`src/rtl/cutter_pkg.sv`:
```
// Shared definitions for the crop-window controller: register map, bit fields, FSM states.
package cutter_pkg;

  // Register addresses
  localparam logic [2:0] AddrCtrl   = 3'd0;
  localparam logic [2:0] AddrSx     = 3'd1;
  localparam logic [2:0] AddrSy     = 3'd2;
  localparam logic [2:0] AddrWidth  = 3'd3;
  localparam logic [2:0] AddrHeight = 3'd4;
  localparam logic [2:0] AddrStep   = 3'd5;
  localparam logic [2:0] AddrPeriod = 3'd6;
  localparam logic [2:0] AddrStatus = 3'd7;

  // CTRL bit positions
  localparam int unsigned CtrlEnBit      = 0;
  localparam int unsigned CtrlAutoPanBit = 1;
  localparam int unsigned CtrlCommitBit  = 2;

  // STATUS bit positions
  localparam int unsigned StatErrBit  = 0;
  localparam int unsigned StatPendBit = 1;
  localparam int unsigned StatDirXBit = 2;
  localparam int unsigned StatDirYBit = 3;

  typedef enum logic [1:0] {StIdle, StPending, StApply, StRun} state_e;

endpackage

```
`src/rtl/cutter_pan_axis.sv`:
```
// One-axis bounce stepper: moves a window edge by step in direction dir and reflects
// at 0 and at Disp-size. i_dir = 0 means increasing, 1 means decreasing.
module cutter_pan_axis #(
  parameter int unsigned Disp   = 1280,
  parameter int unsigned CoordW = 11
) (
  input  logic [CoordW-1:0] i_pos,
  input  logic [CoordW-1:0] i_size,
  input  logic [7:0]        i_step,
  input  logic              i_dir,
  output logic [CoordW-1:0] o_pos,
  output logic              o_dir
);

  // Two guard bits so both overshoot past the limit and undershoot below 0 stay visible
  localparam int unsigned SW = CoordW + 2;
  localparam logic signed [SW-1:0] DispS = SW'(Disp);

  logic signed [SW-1:0] w_pos;
  logic signed [SW-1:0] w_step;
  logic signed [SW-1:0] w_lim;
  logic signed [SW-1:0] w_nx;

  assign w_pos  = $signed({2'b00, i_pos});
  assign w_step = $signed({{(SW-8){1'b0}}, i_step});
  assign w_lim  = DispS - $signed({2'b00, i_size});
  assign w_nx   = i_dir ? (w_pos - w_step) : (w_pos + w_step);

  // Clamp at either edge and flip direction there; a zero step leaves the axis static
  always_comb begin
    o_pos = i_pos;
    o_dir = i_dir;
    if (i_step != 8'd0) begin
      if (w_nx > w_lim) begin
        o_pos = w_lim[CoordW-1:0];
        o_dir = 1'b1;
      end else if (w_nx[SW-1]) begin
        o_pos = '0;
        o_dir = 1'b0;
      end else begin
        o_pos = w_nx[CoordW-1:0];
      end
    end
  end

endmodule

```
`src/rtl/cutter_ctrl.sv`:
```
// Crop-window controller: CPU shadow registers, validated commit at frame start,
// optional auto-pan that bounces the window every PERIOD frames.
module cutter_ctrl
  import cutter_pkg::*;
#(
  parameter int unsigned H_DISP = 1280,
  parameter int unsigned V_DISP = 720,
  parameter int unsigned X_W    = 11,
  parameter int unsigned Y_W    = 11
) (
  input  logic           clk,
  input  logic           rst_n,
  input  logic           wr_en,
  input  logic [2:0]     wr_addr,
  input  logic [15:0]    wr_data,
  input  logic [2:0]     rd_addr,
  output logic [15:0]    rd_data,
  input  logic           pre_vs,
  output logic           EN,
  output logic [X_W-1:0] START_X,
  output logic [Y_W-1:0] START_Y,
  output logic [X_W-1:0] END_X,
  output logic [Y_W-1:0] END_Y,
  output logic           cfg_err,
  output logic           commit_done
);

  localparam logic [X_W:0]   HLim  = (X_W+1)'(H_DISP);
  localparam logic [Y_W:0]   VLim  = (Y_W+1)'(V_DISP);
  localparam logic [X_W-1:0] HDisp = X_W'(H_DISP);
  localparam logic [Y_W-1:0] VDisp = Y_W'(V_DISP);

  // Shadow (CPU-visible) registers
  logic           r_sh_en, r_sh_pan;
  logic [X_W-1:0] r_sh_sx, r_sh_w;
  logic [Y_W-1:0] r_sh_sy, r_sh_h;
  logic [15:0]    r_sh_step, r_sh_per;

  // Active window and control state
  state_e         r_state;
  logic           r_vs;
  logic [15:0]    r_cnt;
  logic           r_dir_x, r_dir_y;
  logic           r_en;
  logic [X_W-1:0] r_sx, r_ex, r_act_w;
  logic [Y_W-1:0] r_sy, r_ey, r_act_h;
  logic           r_cfg_err, r_done;

  logic           w_vs_rise, w_wr_ctrl, w_commit, w_pan_off, w_err_clr;
  logic [X_W:0]   w_x_sum;
  logic [Y_W:0]   w_y_sum;
  logic           w_valid, w_pan_tick;
  logic [15:0]    w_per_m1;
  logic [X_W-1:0] w_pan_sx;
  logic [Y_W-1:0] w_pan_sy;
  logic           w_pan_dir_x, w_pan_dir_y;

  assign w_vs_rise = pre_vs & ~r_vs;
  assign w_wr_ctrl = wr_en && (wr_addr == AddrCtrl);
  assign w_commit  = w_wr_ctrl & wr_data[CtrlCommitBit];
  assign w_pan_off = w_wr_ctrl & ~wr_data[CtrlAutoPanBit];
  assign w_err_clr = wr_en && (wr_addr == AddrStatus) && wr_data[StatErrBit];

  assign w_x_sum = {1'b0, r_sh_sx} + {1'b0, r_sh_w};
  assign w_y_sum = {1'b0, r_sh_sy} + {1'b0, r_sh_h};
  assign w_valid = (r_sh_w != '0) && (r_sh_h != '0) && (w_x_sum <= HLim) && (w_y_sum <= VLim);

  // PERIOD of 0 behaves like 1
  assign w_per_m1   = (r_sh_per == 16'd0) ? 16'd0 : r_sh_per - 16'd1;
  assign w_pan_tick = (r_cnt >= w_per_m1);

  cutter_pan_axis #(.Disp(H_DISP), .CoordW(X_W)) u_pan_x (
    .i_pos  (r_sx),
    .i_size (r_act_w),
    .i_step (r_sh_step[7:0]),
    .i_dir  (r_dir_x),
    .o_pos  (w_pan_sx),
    .o_dir  (w_pan_dir_x)
  );

  cutter_pan_axis #(.Disp(V_DISP), .CoordW(Y_W)) u_pan_y (
    .i_pos  (r_sy),
    .i_size (r_act_h),
    .i_step (r_sh_step[15:8]),
    .i_dir  (r_dir_y),
    .o_pos  (w_pan_sy),
    .o_dir  (w_pan_dir_y)
  );

  // CPU writes into the shadow registers
  always_ff @(posedge clk or negedge rst_n) begin
    if (!rst_n) begin
      r_sh_en   <= 1'b0;
      r_sh_pan  <= 1'b0;
      r_sh_sx   <= '0;
      r_sh_sy   <= '0;
      r_sh_w    <= HDisp;
      r_sh_h    <= VDisp;
      r_sh_step <= '0;
      r_sh_per  <= '0;
    end else if (wr_en) begin
      case (wr_addr)
        AddrCtrl: begin
          r_sh_en  <= wr_data[CtrlEnBit];
          r_sh_pan <= wr_data[CtrlAutoPanBit];
        end
        AddrSx:     r_sh_sx   <= wr_data[X_W-1:0];
        AddrSy:     r_sh_sy   <= wr_data[Y_W-1:0];
        AddrWidth:  r_sh_w    <= wr_data[X_W-1:0];
        AddrHeight: r_sh_h    <= wr_data[Y_W-1:0];
        AddrStep:   r_sh_step <= wr_data;
        AddrPeriod: r_sh_per  <= wr_data;
        default: ;
      endcase
    end
  end

  // Commit/pan FSM with the registered active window, error flag and done pulse
  always_ff @(posedge clk or negedge rst_n) begin
    if (!rst_n) begin
      r_state   <= StIdle;
      r_vs      <= 1'b0;
      r_cnt     <= '0;
      r_dir_x   <= 1'b0;
      r_dir_y   <= 1'b0;
      r_en      <= 1'b0;
      r_sx      <= '0;
      r_sy      <= '0;
      r_ex      <= HDisp;
      r_ey      <= VDisp;
      r_act_w   <= HDisp;
      r_act_h   <= VDisp;
      r_cfg_err <= 1'b0;
      r_done    <= 1'b0;
    end else begin
      r_vs   <= pre_vs;
      r_done <= 1'b0;
      // A failing APPLY below overrides a coincident clear
      if (w_err_clr) r_cfg_err <= 1'b0;
      case (r_state)
        StIdle: begin
          if (w_commit) r_state <= StPending;
        end
        StPending: begin
          if (w_vs_rise) r_state <= StApply;
        end
        StApply: begin
          if (w_valid) begin
            r_en    <= r_sh_en;
            r_sx    <= r_sh_sx;
            r_sy    <= r_sh_sy;
            r_ex    <= w_x_sum[X_W-1:0];
            r_ey    <= w_y_sum[Y_W-1:0];
            r_act_w <= r_sh_w;
            r_act_h <= r_sh_h;
            r_cnt   <= '0;
            r_dir_x <= 1'b0;
            r_dir_y <= 1'b0;
            r_done  <= 1'b1;
            r_state <= (r_sh_en && r_sh_pan) ? StRun : StIdle;
          end else begin
            r_cfg_err <= 1'b1;
            r_state   <= StIdle;
          end
        end
        StRun: begin
          if (w_commit) begin
            r_state <= StPending;
          end else if (w_pan_off) begin
            r_state <= StIdle;
          end else if (w_vs_rise) begin
            if (w_pan_tick) begin
              r_cnt   <= '0;
              r_sx    <= w_pan_sx;
              r_sy    <= w_pan_sy;
              r_ex    <= w_pan_sx + r_act_w;
              r_ey    <= w_pan_sy + r_act_h;
              r_dir_x <= w_pan_dir_x;
              r_dir_y <= w_pan_dir_y;
              r_done  <= 1'b1;
            end else begin
              r_cnt <= r_cnt + 16'd1;
            end
          end
        end
        default: r_state <= StIdle;
      endcase
    end
  end

  // Combinational register read-back; unused bits read 0
  always_comb begin
    rd_data = '0;
    case (rd_addr)
      AddrCtrl: begin
        rd_data[CtrlEnBit]      = r_sh_en;
        rd_data[CtrlAutoPanBit] = r_sh_pan;
      end
      AddrSx:     rd_data[X_W-1:0] = r_sh_sx;
      AddrSy:     rd_data[Y_W-1:0] = r_sh_sy;
      AddrWidth:  rd_data[X_W-1:0] = r_sh_w;
      AddrHeight: rd_data[Y_W-1:0] = r_sh_h;
      AddrStep:   rd_data          = r_sh_step;
      AddrPeriod: rd_data          = r_sh_per;
      default: begin
        rd_data[StatErrBit]  = r_cfg_err;
        rd_data[StatPendBit] = (r_state == StPending) || (r_state == StApply);
        rd_data[StatDirXBit] = r_dir_x;
        rd_data[StatDirYBit] = r_dir_y;
      end
    endcase
  end

  assign EN          = r_en;
  assign START_X     = r_sx;
  assign START_Y     = r_sy;
  assign END_X       = r_ex;
  assign END_Y       = r_ey;
  assign cfg_err     = r_cfg_err;
  assign commit_done = r_done;

endmodule

```
`config.mk`:
```
export PLATFORM = sky130hd
export DESIGN_NAME = cutter_ctrl
export DESIGN_NICKNAME = d
export VERILOG_FILES = /design/src/rtl/cutter_pkg.sv /design/src/rtl/cutter_pan_axis.sv /design/src/rtl/cutter_ctrl.sv
export SDC_FILE = /design/constraint.sdc
export NUM_CORES = 1
export LEC_CHECK = 0
export ABC_AREA = 1
export BUFFER_PORTS_ARGS = -buffer_cell sky130_fd_sc_hd__buf_2
export CAP_MARGIN = 20
export CORE_MARGIN = 2
export CORE_UTILIZATION = 55
export CTS_BUF_LIST = sky130_fd_sc_hd__clkbuf_16
export CTS_CLUSTER_DIAMETER = 150
export CTS_CLUSTER_SIZE = 12
export DETAILED_ROUTE_END_ITERATION = 10
export GPL_ROUTABILITY_DRIVEN = 0
export MAX_ROUTING_LAYER = met4
export PLACE_DENSITY_LB_ADDON = 0.05
export SYNTH_ARGS = -nofsm -noshare
export SYNTH_HDL_FRONTEND = slang
export SYNTH_SLANG_ARGS = --single-unit
export TNS_END_PERCENT = 20
```
`constraint.sdc`:
```
create_clock -name clk -period 13 [get_ports clk]
set_input_delay 1.3 -clock clk [delete_from_list [all_inputs] [get_ports clk]]
set_output_delay 1.3 -clock clk [all_outputs]
set_load 0.01 [all_outputs]
```
==> metrics, run 1 <==
final setup TNS=0 ns; clock root buffer=clkbuf_16; largest net degree at the start of global routing=94; post-synth cell types=51; wl on met1=20.5 mm; wire length on met3=3.86 mm; PD cells=296 mW/mm^2; worst hold-check path type=flop to flop; Worst Max-Slew Pin Slew=0.999 ns; share of cells above drive strength 1=9.00%; Die X=166 um; Crit. End Element=flop; clk slew on worst S/H paths=0.08 ns; syn nets=2,331; drt pass-1 iters=10; DP HPWL=34.8 mm; Chip Height=166 um; CTS tree=built; H-tree levels=4; vias in the first global route=13,600; proportion of synthesized chip area in sequential cells=29.2%; delay-heaviest family, CP=simple AND/OR/NAND/NOR gates; CTS Buf Count=17; CP Class=flop to flop; initial antenna violation count=0; DIE AREA=0.0276 mm^2; Vias/cell=5.74; Layout Cells excl Fill=2,568; ys flop type=dfrtp_1; fin worst setup slack=7.12 ns; IO Pins=89; Post-Synthesis Cells=2,168; Worst Path Required=13.38 ns; IO Port Bufs=88; drc violations=1; final setup vio count=0; hold-fix buffers at CTS=0; Routed wire per std cell=18.0 um; final worst-path cycle share=45.2%; CP Buf/Inv Count=6; outcome=finished, violations left; largest stage delay on the critical path=0.43 ns; cell seen most often among critical-path stages=nand2_1; Final Skew=0.0148 ns; Critical-path top delay cell=dfrtp_1; total power=4.66 mW; placed cells=2,536; row count=59; total gr overflow=0; Setup WS pre-CTS=7.18 ns; Achievable Freq=170 MHz; startpoint types=flop; number of flops mapped to enable cells by yosys=0; Area Overhead vs Synth=8.67%; Via Count=14,700; number of antenna-violating nets in the routed design=0; worst ir drop on vdd=179 uV; WL met2=20.6 mm; DRT iter0 DRCs=1,454; CP Max Fanout=13; Final Hold Slack=0.462 ns; first-pass GRT wire length=72.7 mm; Synth Warn #=0; Ant. Diodes=0; Post-synth ARST share=100%; Starting Density=55.8%; crit path DAT=6.26 ns; Seq cells post-synth=168; RSZ-0062 raised after global routing=no; Final min period=5.88 ns; MaxCap Viol Count=0; Post-CTS Setup Inserts=0; Sink Count=168; max-slew violation total from the final report=0; Fin. Hold Viols=0; failing checks=design-rule violations; mapped cell area=0.0145 mm^2; Max-slew headroom=33.4%; Core Area=0.0259 mm^2; Clock Latency Late Sink=0.45 ns; syn avg cell area=6.67 um^2; Leak=8.31 nW; CTS resizes=0; Total Routing Usage GR=34.0%; Top Metal Used=met4; Post-Route WL=46.1 mm; Nets=2,383; maximum clock insertion buffer count=2
-- final timing paths --
| kind | startpoint | endpoint | slack (ns) | cells after the start |
|---|---|---|---|---|
| hold / removal | END_Y[4] | END_Y[4] | 0.46 | 2 |
| max in group asynchronous | rst_n | r_cnt[9] | 10.41 | 2 |
| setup reg to reg | START_Y[0] | END_Y[8] | 7.12 | 39 |
| min in group asynchronous | rst_n | END_Y[5] | 0.89 | 1 |
| setup / recovery | START_Y[0] | END_Y[8] | 7.12 | 39 |
| hold reg to reg | END_Y[4] | END_Y[4] | 0.46 | 2 |
-- placed cells by master, fill, tap and decap left out, types with 5 or more instances in the layout --
cell	count
dfstp_2	18
nand3_1	146
buf_4	10
o22ai_1	13
dfrtp_1	150
nand2_2	24
o21bai_1	6
and2_1	5
clkinv_1	5
a21boi_0	6
or2_2	14
a221oi_1	9
nor4_1	7
o211ai_1	6
a31oi_1	12
inv_6	6
o2111ai_1	6
nand4_1	35
nor2_1	135
nor3_1	29
buf_2	87
nand2_1	708
inv_1	263
a21oi_1	88
ha_1	128
xnor2_1	7
nand3b_1	23
fa_1	8
xor2_1	34
clkbuf_16	17
o21ai_0	171
o21ai_1	13
-- registers in the layout (all words and copies together), names as in the netlist, 2 cells and up --
signal     cells
END_X         11
END_Y         11
START_X       11
START_Y       11
r_act_h       11
r_act_w       11
r_cnt         16
r_sh_h        11
r_sh_per      16
r_sh_step     16
r_sh_sx       11
r_sh_sy       11
r_sh_w        11
r_state        2
-- synthesized netlist by cell type, types with 3 or more instances --
master / instances / area, um^2
dfrtp_1: 150 / 3750
o22ai_1: 13 / 81.3
nor2_1: 135 / 507
a21o_1: 3 / 22.5
nor3_1: 29 / 145
dfstp_2: 18 / 473
o211ai_1: 6 / 45.0
nand4_1: 35 / 219
nand2_2: 24 / 150
xnor2_1: 7 / 61.3
a31oi_1: 12 / 75.1
nor4_1: 7 / 43.8
a21oi_2: 3 / 26.3
xor2_1: 34 / 298
nand2_1: 708 / 2660
o21bai_1: 6 / 45.0
o21ai_0: 171 / 856
a21boi_0: 6 / 45.0
and2_1: 5 / 31.3
o21ai_1: 13 / 65.1
a21oi_1: 88 / 440
ha_1: 129 / 1610
clkinv_1: 3 / 11.3
a211oi_1: 3 / 22.5
nand3_1: 146 / 731
a221oi_1: 9 / 78.8
nand3b_1: 23 / 173
clkbuf_1: 48 / 180
o2111ai_1: 6 / 52.6
or2_2: 14 / 87.6
buf_6: 4 / 45.0
inv_1: 263 / 987
buf_4: 5 / 37.5
inv_2: 4 / 15.0
o21a_1: 3 / 22.5
buf_2: 8 / 40.0
fa_1: 8 / 160
-- through the flow --
stage	util [%]	cell area, um^2
floorplan	-	14500
global placement	58.3	15100
detailed placement	58.3	15100
CTS	60.7	15700
global route	60.7	15700
finish	60.7	15700
-- logic make-up (layout without fill, tap and decap cells) --
| family | count (synthesis) | count (layout) | share of synthesized area [%] |
|---|---|---|---|
| AO/OA/AOI/OAI | 351 | 351 | 13.5 |
| XOR/XNOR | 41 | 41 | 2.48 |
| multiplexers | 1 | 1 | 0.0778 |
| adder cells (fa/ha/maj) | 137 | 137 | 12.3 |
| buffers and inverters | 335 | 400 | 9.10 |
| AND/OR/NAND/NOR | 1135 | 1135 | 33.4 |
| flip-flops | 168 | 168 | 29.2 |
-- report_power, final --
part	leakage [nW]	internal [mW]	switching, mW
clock network	0.295	0.308	0.246
logic	5.91	1.11	2.08
registers	2.11	0.688	0.228
-- per-layer routing --
| metal | track usage [%] | up-vias |
|---|---|---|
| met4 | 9.53 | 0 |
| met1 | 46.8 | 6804 |
| met2 | 52.8 | 666 |
| met5 | - | - |
| li1 | - | 7170 |
| met3 | 4.34 | 97 |
-- tightest hold or removal path: stages, from the launching register on --
cell and delay [ns]:
dfstp_2 0.37, nand2_2 0.05, nand2_1 0.04
-- final cells by class --
| class | instances | area, um^2 |
|---|---|---|
| Multi-Input combinational cell | 1665 | 8930 |
| Fill cell | 2462 | 10200 |
| Inverter | 270 | 1010 |
| Sequential cell | 168 | 4230 |
| Tap cell | 335 | 419 |
| Timing Repair Buffer | 98 | 522 |
| Clock buffer | 17 | 425 |
| Clock inverter | 15 | 188 |
Note: power is estimated with default switching activity, not from simulation.
==> run 2, diff against run 1 <==
==> constraint.sdc (replaced) <==
create_clock -name clk -period 5.7 [get_ports clk]
set_input_delay 0.57 -clock clk [delete_from_list [all_inputs] [get_ports clk]]
set_output_delay 0.57 -clock clk [all_outputs]
set_load 0.01 [all_outputs]
==> run 2 against run 1 <==
Effect of this change: combinational power increased by 140%; highest routed layer unchanged; worst hold slack got worse by 0.30 ns; largest power group unchanged; the flow now finishes without violations; sequential power increased by 130%; global-route usage increased by 0.33 points.
==> metrics, run 2 (synthesis results as in run 1) <==
crit path DAT=5.68 ns; power share of the sequential group=18.8%; DRT iter0 DRCs=1,450; share of cells above drive strength 1=10.5%; final setup TNS=0 ns; number of antenna-violating nets in the routed design=0; most common cell after layout, fill and taps aside=nand2_1; Comb power frac=70.5%; Nets=2,400; Leak=8.37 nW; H-tree levels=4; Vias/cell=5.73; Total Routing Usage GR=34.3%; worst ir drop on vdd=653 uV; Worst Path Required=6.07 ns; clk slew on worst S/H paths=0.07 ns; row count=59; wire length on met3=4.06 mm; worst reg2reg path endpoint=END_X[10]; MaxCap Viol Count=0; Chip Height=166 um; Critical-path top delay cell=fa_1; Sw Pwr=6.00 mW; WL met2=20.2 mm; worst r2r src=START_X[0]; Clk pwr share=10.7%; Worst Reg-to-Reg Cells=36; Layout Cells excl Fill=2,586; Top Metal Used=met4; largest net degree at the start of global routing=71; biggest regs=r_cnt: 16 flops, r_sh_per: 16 flops, r_sh_step: 16 flops; Max-slew headroom=33.8%; Crit. End Element=flop; clock root buffer=clkbuf_16; Starting Density=55.8%; Util after Layout=61.5%; DIE AREA=0.0276 mm^2; total power=11.0 mW; internal power=5.02 mW; most frequent cells in the layout=nand2_1 (707), inv_1 (264), o21ai_0 (169), dfrtp_1 (149), nand3_1 (146); Final Skew=0.0195 ns; cell seen most often among critical-path stages=nand2_1; final setup vio count=0; CP Max Fanout=10; crit path from=START_X[0]; Die X=166 um; placed cells=2,549; Achievable Freq=188 MHz; Final Hold Slack=0.159 ns; IO Port Bufs=88; vias in the first global route=13,600; Post-Route WL=46.3 mm; hold-fix buffers at CTS=0; Worst Max-Slew Pin Slew=0.991 ns; outcome=completed; Design Area, Final=0.0159 mm^2; DP HPWL=35.3 mm; maximum clock insertion buffer count=2; FF-to-FF setup slack=0.39 ns; Core Area=0.0259 mm^2; Fin. Hold Viols=0; initial antenna violation count=0; Setup WS pre-CTS=0.0424 ns; IO Pins=89; worst hold-check path type=input pin to async pin; drc violations=0; CTS tree=built; startpoint types=flop; final worst-path cycle share=93.1%; fillcell total=2,470; first-pass GRT wire length=73.6 mm; wl on met1=20.5 mm; Sink Count=168; Via Count=14,800; CTS Buf Count=17; CP Class=flop to flop; Clock Latency Late Sink=0.43 ns; PD cells=692 mW/mm^2; Final min period=5.31 ns; Routed wire per std cell=17.9 um; Area Overhead vs Synth=10.1%; total gr overflow=0; switching power share of the total=54.5%; fin worst setup slack=0.395 ns; max-slew violation total from the final report=0; DP Area=0.0152 mm^2; largest stage delay on the critical path=0.44 ns; drt pass-1 iters=8
[run 2: cell types whose count changed in the layout (fill, tap and decap cells not counted), moves of 3 or more]
cell	before	now
clkinvlp_4	2	6
ha_1	128	120
a21oi_2	3	6
a21oi_1	88	84
buf_4	10	26
ha_4	0	3
inv_6	6	3
ha_2	1	6
[run 2: routing by layer]
layer | GRT usage, % | vias up
met4 | 11.3 | 0
met2 | 50.8 | 674
met1 | 47.2 | 6834
li1 | - | 7214
met3 | 6.74 | 102
met5 | - | -
[run 2: layout make-up]
type	count	area, um^2	share of cell area [%]
multi-input cells	1665	9030	56.7
flip-flops and latches	168	4230	26.5
inverters	270	1020	6.39
repair buffers	115	653	4.10
clock buffers	17	425	2.67
well taps	335	419	2.63
clock inverters	15	154	0.966
diodes	1	2.50	0.0157
[run 2: how the worst max path moves through the flow]
stage,end,slack (ns),cells after the start
after global routing,END_Y[7],-0.02,38
after global placement,END_Y[8],0.13,35
after CTS,END_Y[8],0.005,35
after floorplan,END_Y[8],0.99,41
after detailed placement,END_Y[8],0.04,35
final,END_X[10],0.39,36
[run 2: what timing repair did]
| action | 4_1_cts | 5_1_grt |
|---|---|---|
| gates resized for setup | 0 | 28 |
| endpoints found under the setup margin | 0 | 10 |
| setup buffers | 0 | 4 |
[run 2: power groups by stage]
| stage | combinational (mW) | sequential, mW | clock (mW) |
|---|---|---|---|
| 6_report | 7.76 | 2.07 | 1.18 |
| 5_1_grt | 8.70 | 2.11 | 1.23 |
| 4_1_cts | 7.30 | 2.05 | 1.19 |
| 3_5_place_dp | 7.24 | 2.06 | 0 |
| 3_3_place_gp | 7.15 | 2.06 | 0 |
| 2_1_floorplan | 5.34 | 1.95 | 0 |
[run 2: critical path, delay by kind of cell (launching register included)]
kind,cells,cell delay (ns)
xor+xnor,2,0.46
fa+ha+maj,4,1.28
flops,1,0.41
compound gates,4,0.73
simple gates,20,1.76
buf+inv,6,0.60
